## src/rtl/dds_pkg.sv

```systemverilog
// Shared encodings, widths and state type for the DDS wave sequencer and its SPI register block.
package dds_pkg;

  localparam int PHASE_W_DEF = 32;
  localparam int ADDR_W_DEF  = 6;
  localparam int DATA_W_DEF  = 9;
  localparam int OUT_W_DEF   = DATA_W_DEF + 1;
  localparam int IDX_W       = ADDR_W_DEF + 2;

  localparam logic [1:0] WAVE_TRI = 2'b00;
  localparam logic [1:0] WAVE_SQR = 2'b01;
  localparam logic [1:0] WAVE_SAW = 2'b10;
  localparam logic [1:0] WAVE_OFF = 2'b11;

  localparam logic [OUT_W_DEF-1:0] MIDSCALE = 10'h200;

  typedef enum logic [1:0] {
    IDLE  = 2'd0,
    RUN   = 2'd1,
    DRAIN = 2'd2
  } state_t;

endpackage

```

## src/rtl/dds_quadrant_fold.sv

```systemverilog
// Maps a full-period index onto the quarter-wave table and rebuilds the signed-about-midscale
// triangle sample from the returned table word.
module dds_quadrant_fold
  import dds_pkg::*;
#(
  parameter int ADDR_W = 6,
  parameter int DATA_W = 9,
  parameter int OUT_W  = DATA_W + 1
) (
  input  logic [ADDR_W+1:0] idx,
  input  logic [DATA_W-1:0] tab_data,
  output logic [ADDR_W-1:0] tab_addr,
  output logic [OUT_W-1:0]  tri_sample
);

  localparam logic [OUT_W-1:0] MID    = OUT_W'(1) << (OUT_W - 1);
  localparam logic [OUT_W-1:0] MID_M1 = MID - OUT_W'(1);

  logic [OUT_W-1:0] tab_ext;

  // Odd quadrants read the table backwards (~a == 63-a); the upper half mirrors below midscale.
  always_comb begin
    tab_addr   = idx[ADDR_W] ? ~idx[ADDR_W-1:0] : idx[ADDR_W-1:0];
    tab_ext    = OUT_W'(tab_data);
    tri_sample = idx[ADDR_W+1] ? (MID_M1 - tab_ext) : (MID + tab_ext);
  end

endmodule

```

## src/rtl/dds_wave_ctrl.sv

```systemverilog
// DDS sequencer: phase accumulator, double-buffered settings applied at period wrap,
// waveform select and a single registered DAC output stage.
module dds_wave_ctrl
  import dds_pkg::*;
#(
  parameter int PHASE_W = 32,
  parameter int ADDR_W  = 6,
  parameter int DATA_W  = 9,
  parameter int OUT_W   = DATA_W + 1
) (
  input  logic                clk,
  input  logic                rst_n,
  input  logic                run,
  input  logic                cfg_valid,
  output logic                cfg_ready,
  input  logic [PHASE_W-1:0]  cfg_freq,
  input  logic [7:0]          cfg_poff,
  input  logic [1:0]          cfg_wave,
  output logic [ADDR_W-1:0]   tab_addr,
  input  logic [DATA_W-1:0]   tab_data,
  output logic [OUT_W-1:0]    dac_data,
  output logic                dac_valid,
  output logic                wrap,
  output logic                busy
);

  localparam int               IW  = ADDR_W + 2;
  localparam logic [OUT_W-1:0] MID = OUT_W'(1) << (OUT_W - 1);

  state_t             state, state_nxt;
  logic [PHASE_W-1:0] acc, freq_a, freq_s;
  logic [IW-1:0]      poff_a, poff_s, idx;
  logic [1:0]         wave_a, wave_s;
  logic               shadow_full, accept, apply, quiet, wrap_c;
  logic [PHASE_W:0]   sum;
  logic [OUT_W-1:0]   tri_s, sample, dac_data_p1;
  logic               vld_p1;

  dds_quadrant_fold #(
    .ADDR_W (ADDR_W),
    .DATA_W (DATA_W),
    .OUT_W  (OUT_W)
  ) u_fold (
    .idx        (idx),
    .tab_data   (tab_data),
    .tab_addr   (tab_addr),
    .tri_sample (tri_s)
  );

  always_comb begin
    sum    = {1'b0, acc} + {1'b0, freq_a};
    wrap_c = (state != IDLE) && sum[PHASE_W];
    idx    = acc[PHASE_W-1 -: IW] + poff_a;
    accept = cfg_valid && !shadow_full;
    apply  = shadow_full && ((state == IDLE) || wrap_c);

    state_nxt = state;
    case (state)
      IDLE:    if (run) state_nxt = RUN;
      RUN:     if (!run) state_nxt = DRAIN;
      DRAIN: begin
        if (run)                              state_nxt = RUN;
        else if (wrap_c || (freq_a == '0))    state_nxt = IDLE;
      end
      default: state_nxt = IDLE;
    endcase

    // Output goes quiet both while idling and on the edge that enters IDLE.
    quiet = (state == IDLE) || (state_nxt == IDLE);

    case (wave_a)
      WAVE_TRI: sample = tri_s;
      WAVE_SQR: sample = idx[IW-1] ? '0 : '1;
      WAVE_SAW: sample = OUT_W'(idx) << (OUT_W - IW);
      default:  sample = MID;
    endcase
  end

  // Stage p0 -> p1: control state, accumulator and registered DAC sample.
  always_ff @(posedge clk) begin
    if (!rst_n) begin
      state       <= IDLE;
      acc         <= '0;
      freq_a      <= '0;
      poff_a      <= '0;
      wave_a      <= WAVE_TRI;
      shadow_full <= 1'b0;
      dac_data_p1 <= MID;
      vld_p1      <= 1'b0;
    end else begin
      state <= state_nxt;
      acc   <= quiet ? '0 : sum[PHASE_W-1:0];
      if (accept) begin
        shadow_full <= 1'b1;
      end else if (apply) begin
        shadow_full <= 1'b0;
        freq_a      <= freq_s;
        poff_a      <= poff_s;
        wave_a      <= wave_s;
      end
      dac_data_p1 <= quiet ? MID : sample;
      vld_p1      <= !quiet;
    end
  end

  always_ff @(posedge clk) begin
    if (accept) begin
      freq_s <= cfg_freq;
      poff_s <= cfg_poff;
      wave_s <= cfg_wave;
    end
  end

  assign cfg_ready = !shadow_full;
  assign wrap      = wrap_c;
  assign busy      = (state != IDLE);
  assign dac_data  = dac_data_p1;
  assign dac_valid = vld_p1;

endmodule
```

## config.mk

```make
export PLATFORM = sky130hd
export DESIGN_NAME = dds_wave_ctrl
export DESIGN_NICKNAME = d
export VERILOG_FILES = /design/src/rtl/dds_pkg.sv /design/src/rtl/dds_quadrant_fold.sv /design/src/rtl/dds_wave_ctrl.sv
export SDC_FILE = /design/constraint.sdc
export NUM_CORES = 1
export LEC_CHECK = 0
export CAP_MARGIN = 10
export CORE_ASPECT_RATIO = 0.75
export CORE_MARGIN = 5
export CORE_UTILIZATION = 48
export DETAILED_ROUTE_END_ITERATION = 6
export GPL_TIMING_DRIVEN = 0
export PLACE_DENSITY_LB_ADDON = 0.1
export SLEW_MARGIN = 40
export SYNTH_ARGS = -nofsm -noshare
export SYNTH_HDL_FRONTEND = slang
export SYNTH_SLANG_ARGS = --single-unit
export TNS_END_PERCENT = 50
```

## constraint.sdc

```tcl
create_clock -name clk -period 2.9 [get_ports clk]
set_input_delay 0.29 -clock clk [delete_from_list [all_inputs] [get_ports clk]]
set_output_delay 0.29 -clock clk [all_outputs]
set_load 0.02 [all_outputs]
```

==> impl_metrics.env, run 1 <==
export IMPL_run_status="complete, but fails checks"
export IMPL_violations_in_the_final_reports="setup timing"
export IMPL_vdd_drop_max_mv=0.373
export IMPL_design_die_area_um2=15600
export IMPL_first_pass_grt_wire_length_um=24700
export IMPL_clock_buffers_created_by_tritoncts=17
export IMPL_r2r_cells=14
export IMPL_post_synth_num_cell_types=56
export IMPL_grt_start_max_net_pins=22
export IMPL_drc=0
export IMPL_placement_cell_area_um2=7310
export IMPL_final_setup_skew_ns=0.0114
export IMPL_ys_dominant_reg_cell="sky130_fd_sc_hd__dfxtp_1"
export IMPL_antennaDiodeCount=0
export IMPL_fill_cells=970
export IMPL_critPathLaunchType="register"
export IMPL_netlist_area_leader_share_pct=27.9
export IMPL_worst_hold_startpoint="rst_n"
export IMPL_clk_pin_slew_ns=0.06
export IMPL_cts_sink_count=130
export IMPL_cts_buffer_depth=2
export IMPL_io_pins=75
export IMPL_dieWidth_um=142
export IMPL_asyncSetResetFlopFracSynth_pct=0
export IMPL_final_net_count=828
export IMPL_final_max_slew_violation_count=0
export IMPL_worst_r2r_startpoint="freq_a[0]"
export IMPL_antenna_violating_nets_post_route=0
export IMPL_cts_tree="done"
export IMPL_synthesis_area_per_instance_um2=10.4
export IMPL_destination_of_the_worst_hold_path="freq_a[10]"
export IMPL_wl_per_cell_um=17.7
export IMPL_end_kind="register"
export IMPL_slew_headroom_pct=61.4
export IMPL_grt_overflow_total=0
export IMPL_leakage_power_figure_nw=3.64
export IMPL_final_non_filler_cell_area_um2=8700
export IMPL_wirelength_um=16200
export IMPL_antenna_found_initial=0
export IMPL_grtUsageTotal_pct=20.5
export IMPL_share_of_the_clock_period_used_by_the_worst_path_after_layout_pct=108
export IMPL_cap_viol_max_count=0
export IMPL_synth_edf_count=42
export IMPL_commonest_non_fill_non_tap_cell_in_the_layout="sky130_fd_sc_hd__dfxtp_1"
export IMPL_worst_ep_arrival_time_ns=3.45
export IMPL_post_route_worst_setup_slack_ns=-0.236
export IMPL_critical_path_reg2reg_endpoint="freq_a[7]"
export IMPL_number_of_synthesis_warnings=0
export IMPL_clkLatencyLatePin_ns=0.42
export IMPL_power_density_nw_per_um2=543
export IMPL_detailedRoute_firstPassIterationCount=5
export IMPL_syn_num_nets=701
export IMPL_cts_htree_levels=4
export IMPL_synth_area_leader_cell="sky130_fd_sc_hd__dfxtp_1"
export IMPL_start_util_pct=48.8
export IMPL_tightestPinTransition_ns=0.574
export IMPL_max_clock_freq_mhz=319
export IMPL_setup_reg_to_reg_worst_slack_ns=-0.24
export IMPL_row_count=36
export IMPL_unrepaired_setup_endpoints_after_global_routing="yes"
export IMPL_finalWorstPathRequiredPeriod_ns=3.14
export IMPL_hold_violations=0
export IMPL_yosys_top_cells_area="sky130_fd_sc_hd__dfxtp_1, sky130_fd_sc_hd__edfxtp_1, sky130_fd_sc_hd__ha_1"
export IMPL_synthesis_instances=605
export IMPL_via_count=5016
export IMPL_synth_seq_area_share_pct=47.9
export IMPL_core_um2=12900
export IMPL_worstPathMaxFanout=8
export IMPL_setup_violations=79
export IMPL_first_iteration_detailed_routing_drc_count=382
export IMPL_vias_per_cell=5.48
export IMPL_grt_pass1_vias=4801
export IMPL_crit_type="reg -> reg"
export IMPL_required_time_reported_for_the_critical_path_endpoint_ns=3.21
export IMPL_min_delay_path_class="in -> reg"
export IMPL_postCtsHoldBufs=0
export IMPL_layout_common_cells="sky130_fd_sc_hd__dfxtp_1, sky130_fd_sc_hd__clkdlybuf4s50_1, sky130_fd_sc_hd__nor2_1"
export IMPL_ratio_of_cells_with_drive_above_1_in_the_final_layout_pct=20.1
export IMPL_synthToLayoutAreaGrowth_pct=37.9
export IMPL_gp_congestion=0.844
export IMPL_syn_area_um2=6310
export IMPL_placement_io_buffers=73
export IMPL_place_hpwl_um=10500
export IMPL_synth_seq_cells=130
export IMPL_dieHeight_um=109
export IMPL_hold_ws_ns=0.386
export IMPL_clock_root_buffer="sky130_fd_sc_hd__clkbuf_16"
export IMPL_hold_path_depth=2
registers in the layout, summed over array words and instances (netlist names), 8 cells and up:
| name | count |
|---|---|
| acc | 32 |
| dac_data | 10 |
| freq_a | 32 |
| freq_s | 32 |
| poff_a | 8 |
| poff_s | 8 |
cell usage after synthesis (all sizes together) (4+ instances only):
cell type / count
a22oi: 6
or2: 4
and2: 8
nor4: 10
buf: 9
dfxtp: 88
nand4: 5
nor3b: 4
nand2: 18
nor3: 11
nand3: 5
nor2b: 50
o21ai: 32
mux2i: 43
inv: 13
a21oi: 33
xor2: 20
o21a: 6
clkbuf: 10
a21o: 12
edfxtp: 42
a31oi: 5
or4: 8
nand2b: 4
ha: 39
a211oi: 10
o21bai: 8
nor2: 60
xnor2: 16
metal layers:
layer	vias to the layer above	global-route usage [%]	routed length, µm
met5	-	0	0
met4	0	5.16	102
met1	2405	28.8	7680
li1	2465	-	-
met3	13	5.17	934
met2	133	31.8	7510
final cells by class:
class	count	area, µm²	area share, %
Buffer	19	203	2.33
Clock buffer	19	433	4.98
Clock inverter	13	129	1.48
Inverter	13	53.8	0.618
Multi-Input combinational cell	443	3510	40.3
Sequential cell	130	3030	34.8
Tap cell	171	214	2.46
Timing Repair Buffer	108	1130	13.0
how the worst max path moves through the flow:
stage	start	endpoint	cells after the start
after floorplan	freq_a[0]	dac_data[8]	11
after global placement	cfg_valid	wave_s[1]	2
after detailed placement	freq_a[0]	freq_a[29]	12
after CTS	freq_a[0]	dac_data[3]	11
after global routing	freq_a[0]	freq_a[4]	14
final	freq_a[0]	freq_a[7]	14
cells by family after synthesis:
| kind of cell | after synthesis | share of synthesized area, % |
|---|---|---|
| compound gates | 132 | 13.6 |
| xor+xnor | 36 | 5.00 |
| fa+ha+maj | 41 | 8.37 |
| buf+inv | 32 | 2.24 |
| flops | 130 | 47.9 |
| mux | 43 | 6.82 |
| simple gates | 191 | 16.0 |
report_power, final:
part | internal (W) | switching, W | leakage, nW
combinational | 0.000335 | 0.000312 | 2.27
sequential | 0.00198 | 0.0000560 | 1.12
clock | 0.00119 | 0.000853 | 0.257
total | 0.00350 | 0.00122 | 3.64
critical path, stage by stage (launching register included):
cell,delay (ns)
sky130_fd_sc_hd__dfxtp_4,0.35
sky130_fd_sc_hd__ha_4,0.16
sky130_fd_sc_hd__fa_2,0.34
sky130_fd_sc_hd__a211o_1,0.30
sky130_fd_sc_hd__a21oi_2,0.19
sky130_fd_sc_hd__a21oi_2,0.10
sky130_fd_sc_hd__o311a_4,0.39
sky130_fd_sc_hd__buf_6,0.13
sky130_fd_sc_hd__nor3_4,0.21
sky130_fd_sc_hd__a21o_1,0.20
sky130_fd_sc_hd__buf_12,0.17
sky130_fd_sc_hd__buf_12,0.12
sky130_fd_sc_hd__buf_12,0.11
sky130_fd_sc_hd__mux2i_1,0.19
sky130_fd_sc_hd__nor2b_1,0.06
through the flow:
| stage | std cells | power (W) | TNS, ns | utilization [%] | setup WS (ns) |
|---|---|---|---|---|---|
| after floorplan | 605 | 0.00236 | 0 | - | 0.0618 |
| final | 916 | 0.00472 | -10.23 | 67.3 | -0.236 |
| after global routing | 916 | 0.00489 | -18.19 | 67.3 | -0.360 |
| after CTS | 907 | 0.00471 | -9.57 | 65.2 | -0.242 |
| after global placement | 849 | 0.00256 | -69.16 | 56.1 | -1.09 |
| after detailed placement | 851 | 0.00258 | -24.89 | 56.6 | -0.404 |
what timing repair did:
action                                 4_1_cts  5_1_grt
gates resized for setup                     97       53
endpoints found under the hold margin        0        0
pin swaps                                   19       22
cloned                                       5        1
setup endpoints to repair                   92       93
setup buffers                               19       12
Note: power is estimated with default switching activity, not from simulation.
==> run 2: changes to the inputs <==
- clock period: 2.9 -> 3.9 ns (I/O delays scaled with it)
==> run 2 against run 1 <==
The run now ends clean. Critical endpoint is now tab_addr[5]. Clock power decreased by 23%. Die area unchanged. Final cell count decreased by 3.6%. Critical path type is now reg -> out. Non-clock buffer count decreased by 33. Sequential power decreased by 26%. Clock skew increased by 0.0011 ns. Largest power group unchanged. Critical path depth decreased by 5. Cell area decreased by 9.2%. Flip-flop and latch count unchanged. Global-route usage decreased by 2.3 points.
==> impl_metrics.env, run 2 (synthesis results as in run 1) <==
export IMPL_cts_repair_resized=0
export IMPL_crit_path_cell_trace="ha_1 -> fa_1 -> a21o_1 -> a21oi_1 -> o21bai_1 -> a21oi_1 -> xnor2_1 -> xor2_1 -> clkdlybuf4s50_1"
export IMPL_min_delay_path_class="in -> reg"
export IMPL_worstPathMaxFanout=7
export IMPL_buf_inv_stages_crit_path=1
export IMPL_reg_largest_list="acc: 32 flops, freq_a: 32 flops, freq_s: 32 flops"
export IMPL_hold_violations=0
export IMPL_dieHeight_um=109
export IMPL_clkPwrFrac_pct=45.3
export IMPL_postCtsHoldBufs=0
export IMPL_vdd_drop_max_mv=0.358
export IMPL_clock_root_buffer="sky130_fd_sc_hd__clkbuf_16"
export IMPL_grt_pass1_vias=4470
export IMPL_clkLatencyLatePin_ns=0.41
export IMPL_fin_cells=883
export IMPL_comb_power_share_pct=11.1
export IMPL_post_route_util_pct=61.1
export IMPL_antenna_violating_nets_post_route=0
export IMPL_via_count=4749
export IMPL_first_pass_grt_wire_length_um=22000
export IMPL_cts_htree_levels=4
export IMPL_wl_per_cell_um=15.8
export IMPL_dieWidth_um=142
export IMPL_placement_io_buffers=73
export IMPL_drc=0
export IMPL_critical_path_slowest_cell="sky130_fd_sc_hd__clkdlybuf4s50_1"
export IMPL_cts_repair_timing_setup_buffer_count=0
export IMPL_max_clock_freq_mhz=274
export IMPL_critical_path_max_stage_delay_ns=0.63
export IMPL_crit_type="reg -> out"
export IMPL_pwr_share_seq_pct=43.6
export IMPL_hold_ws_ns=0.446
export IMPL_power_share_switching_pct=24.5
export IMPL_internal_power_w=0.00261
export IMPL_power_density_nw_per_um2=437
export IMPL_critPathTopFamily="compound AO/OA/AOI/OAI gates"
export IMPL_detailedRoute_firstPassIterationCount=5
export IMPL_setup_violations=0
export IMPL_row_count=36
export IMPL_synthToLayoutAreaGrowth_pct=25.2
export IMPL_vias_per_cell=5.38
export IMPL_cts_tree="done"
export IMPL_leakage_power_figure_nw=3.32
export IMPL_grtUsageTotal_pct=18.2
export IMPL_slew_headroom_pct=42.7
export IMPL_grt_start_max_net_pins=22
export IMPL_commonest_non_fill_non_tap_cell_in_the_layout="sky130_fd_sc_hd__dfxtp_1"
export IMPL_finalWorstPathRequiredPeriod_ns=3.65
export IMPL_ratio_of_cells_with_drive_above_1_in_the_final_layout_pct=7.16
export IMPL_switchingPower_w=0.000847
export IMPL_antenna_found_initial=0
export IMPL_place_hpwl_um=10500
export IMPL_gp_congestion=0.824
export IMPL_start_util_pct=48.8
export IMPL_final_net_count=795
export IMPL_clk_pin_slew_ns=0.06
export IMPL_worst_ep_arrival_time_ns=3.26
export IMPL_place_detailed_instances=851
export IMPL_first_iteration_detailed_routing_drc_count=253
export IMPL_cts_sink_count=130
export IMPL_grt_overflow_total=0
export IMPL_tightestPinTransition_ns=0.853
export IMPL_layout_common_cells="sky130_fd_sc_hd__dfxtp_1, sky130_fd_sc_hd__clkdlybuf4s50_1, sky130_fd_sc_hd__nor2_1"
export IMPL_run_status="finished, final reports clean"
export IMPL_unrepaired_setup_endpoints_after_global_routing="no"
export IMPL_wirelength_um=14000
export IMPL_design_die_area_um2=15600
export IMPL_cts_buffer_depth=2
export IMPL_antennaDiodeCount=0
export IMPL_detailedPlace_worstSlack_ns=0.440
export IMPL_final_max_slew_violation_count=0
export IMPL_post_route_worst_setup_slack_ns=0.254
export IMPL_final_setup_skew_ns=0.0125
export IMPL_io_pins=75
export IMPL_end_kind="output pin"
export IMPL_required_time_reported_for_the_critical_path_endpoint_ns=3.51
export IMPL_critPathLaunchType="register"
export IMPL_timing_critical_path_mode_cell="sky130_fd_sc_hd__a21oi_1"
export IMPL_clock_buffers_created_by_tritoncts=17
export IMPL_finalSetupTns_ns=0
export IMPL_share_of_the_clock_period_used_by_the_worst_path_after_layout_pct=93.5
export IMPL_core_um2=12900
export IMPL_cap_viol_max_count=0
-- run 2: changes by cell type in the layout (fill, tap and decap cells not counted), sizes merged --
cell,before,now
clkbuf,30,29
buf,50,11
clkdlybuf4s50,66,73
clkinvlp,5,4
bufinv,1,2
-- run 2: power groups by stage --
| stage | clock network, W | logic, W | registers, W |
|---|---|---|---|
| finish | 0.00157 | 0.000383 | 0.00151 |
| global route | 0.00166 | 0.000419 | 0.00151 |
| CTS | 0.00160 | 0.000387 | 0.00151 |
| detailed placement | 0 | 0.000384 | 0.00154 |
| global placement | 0 | 0.000367 | 0.00154 |
| floorplan | 0 | 0.000225 | 0.00153 |
-- run 2: worst reg2reg max path, stage by stage, from the launching register on --
cell	delay [ns]
sky130_fd_sc_hd__dfxtp_1	0.33
sky130_fd_sc_hd__ha_1	0.23
sky130_fd_sc_hd__fa_1	0.44
sky130_fd_sc_hd__a211o_1	0.31
sky130_fd_sc_hd__a21oi_2	0.19
sky130_fd_sc_hd__a21oi_2	0.12
sky130_fd_sc_hd__o311a_1	0.39
sky130_fd_sc_hd__nor4_2	0.37
sky130_fd_sc_hd__o311ai_1	0.15
sky130_fd_sc_hd__buf_2	0.25
sky130_fd_sc_hd__or4_1	0.53
sky130_fd_sc_hd__o21ai_1	0.10
-- run 2: worst paths after layout --
kind | cells past startpoint | endpoint | from | slack [ns]
min | 2 | freq_a[10] | rst_n | 0.45
min reg2reg | 1 | state[0] | state[0] | 0.47
max reg2reg | 11 | dac_data[8] | freq_a[0] | 0.42
max | 9 | tab_addr[5] | poff_a[0] | 0.25
-- run 2: layout make-up --
class,count,area (µm²)
inverter,13,48.8
tap,171,214
clock inverter,13,151
buffer,19,92.6
multi-input combinational,443,3160
timing repair buffer,75,773
sequential,130,3020
fill,1063,5030
clock buffer,19,433
-- run 2: stage by stage --
stage	instance area, µm²	power [W]
3_5_place_dp	7310	0.00192
2_1_floorplan	6310	0.00176
4_1_cts	7900	0.00349
6_report	7900	0.00346
5_1_grt	7900	0.00359
3_3_place_gp	7250	0.00191
-- run 2: layer usage --
metal	GRT usage (%)	part of all wire (%)	vias up	wire, µm
li1	-	-	2397	-
met1	24.8	49	2219	6860
met2	29.1	44	123	6180
met3	4.60	5.8	10	807
met4	4.95	0.82	0	114
met5	0	0	-	0
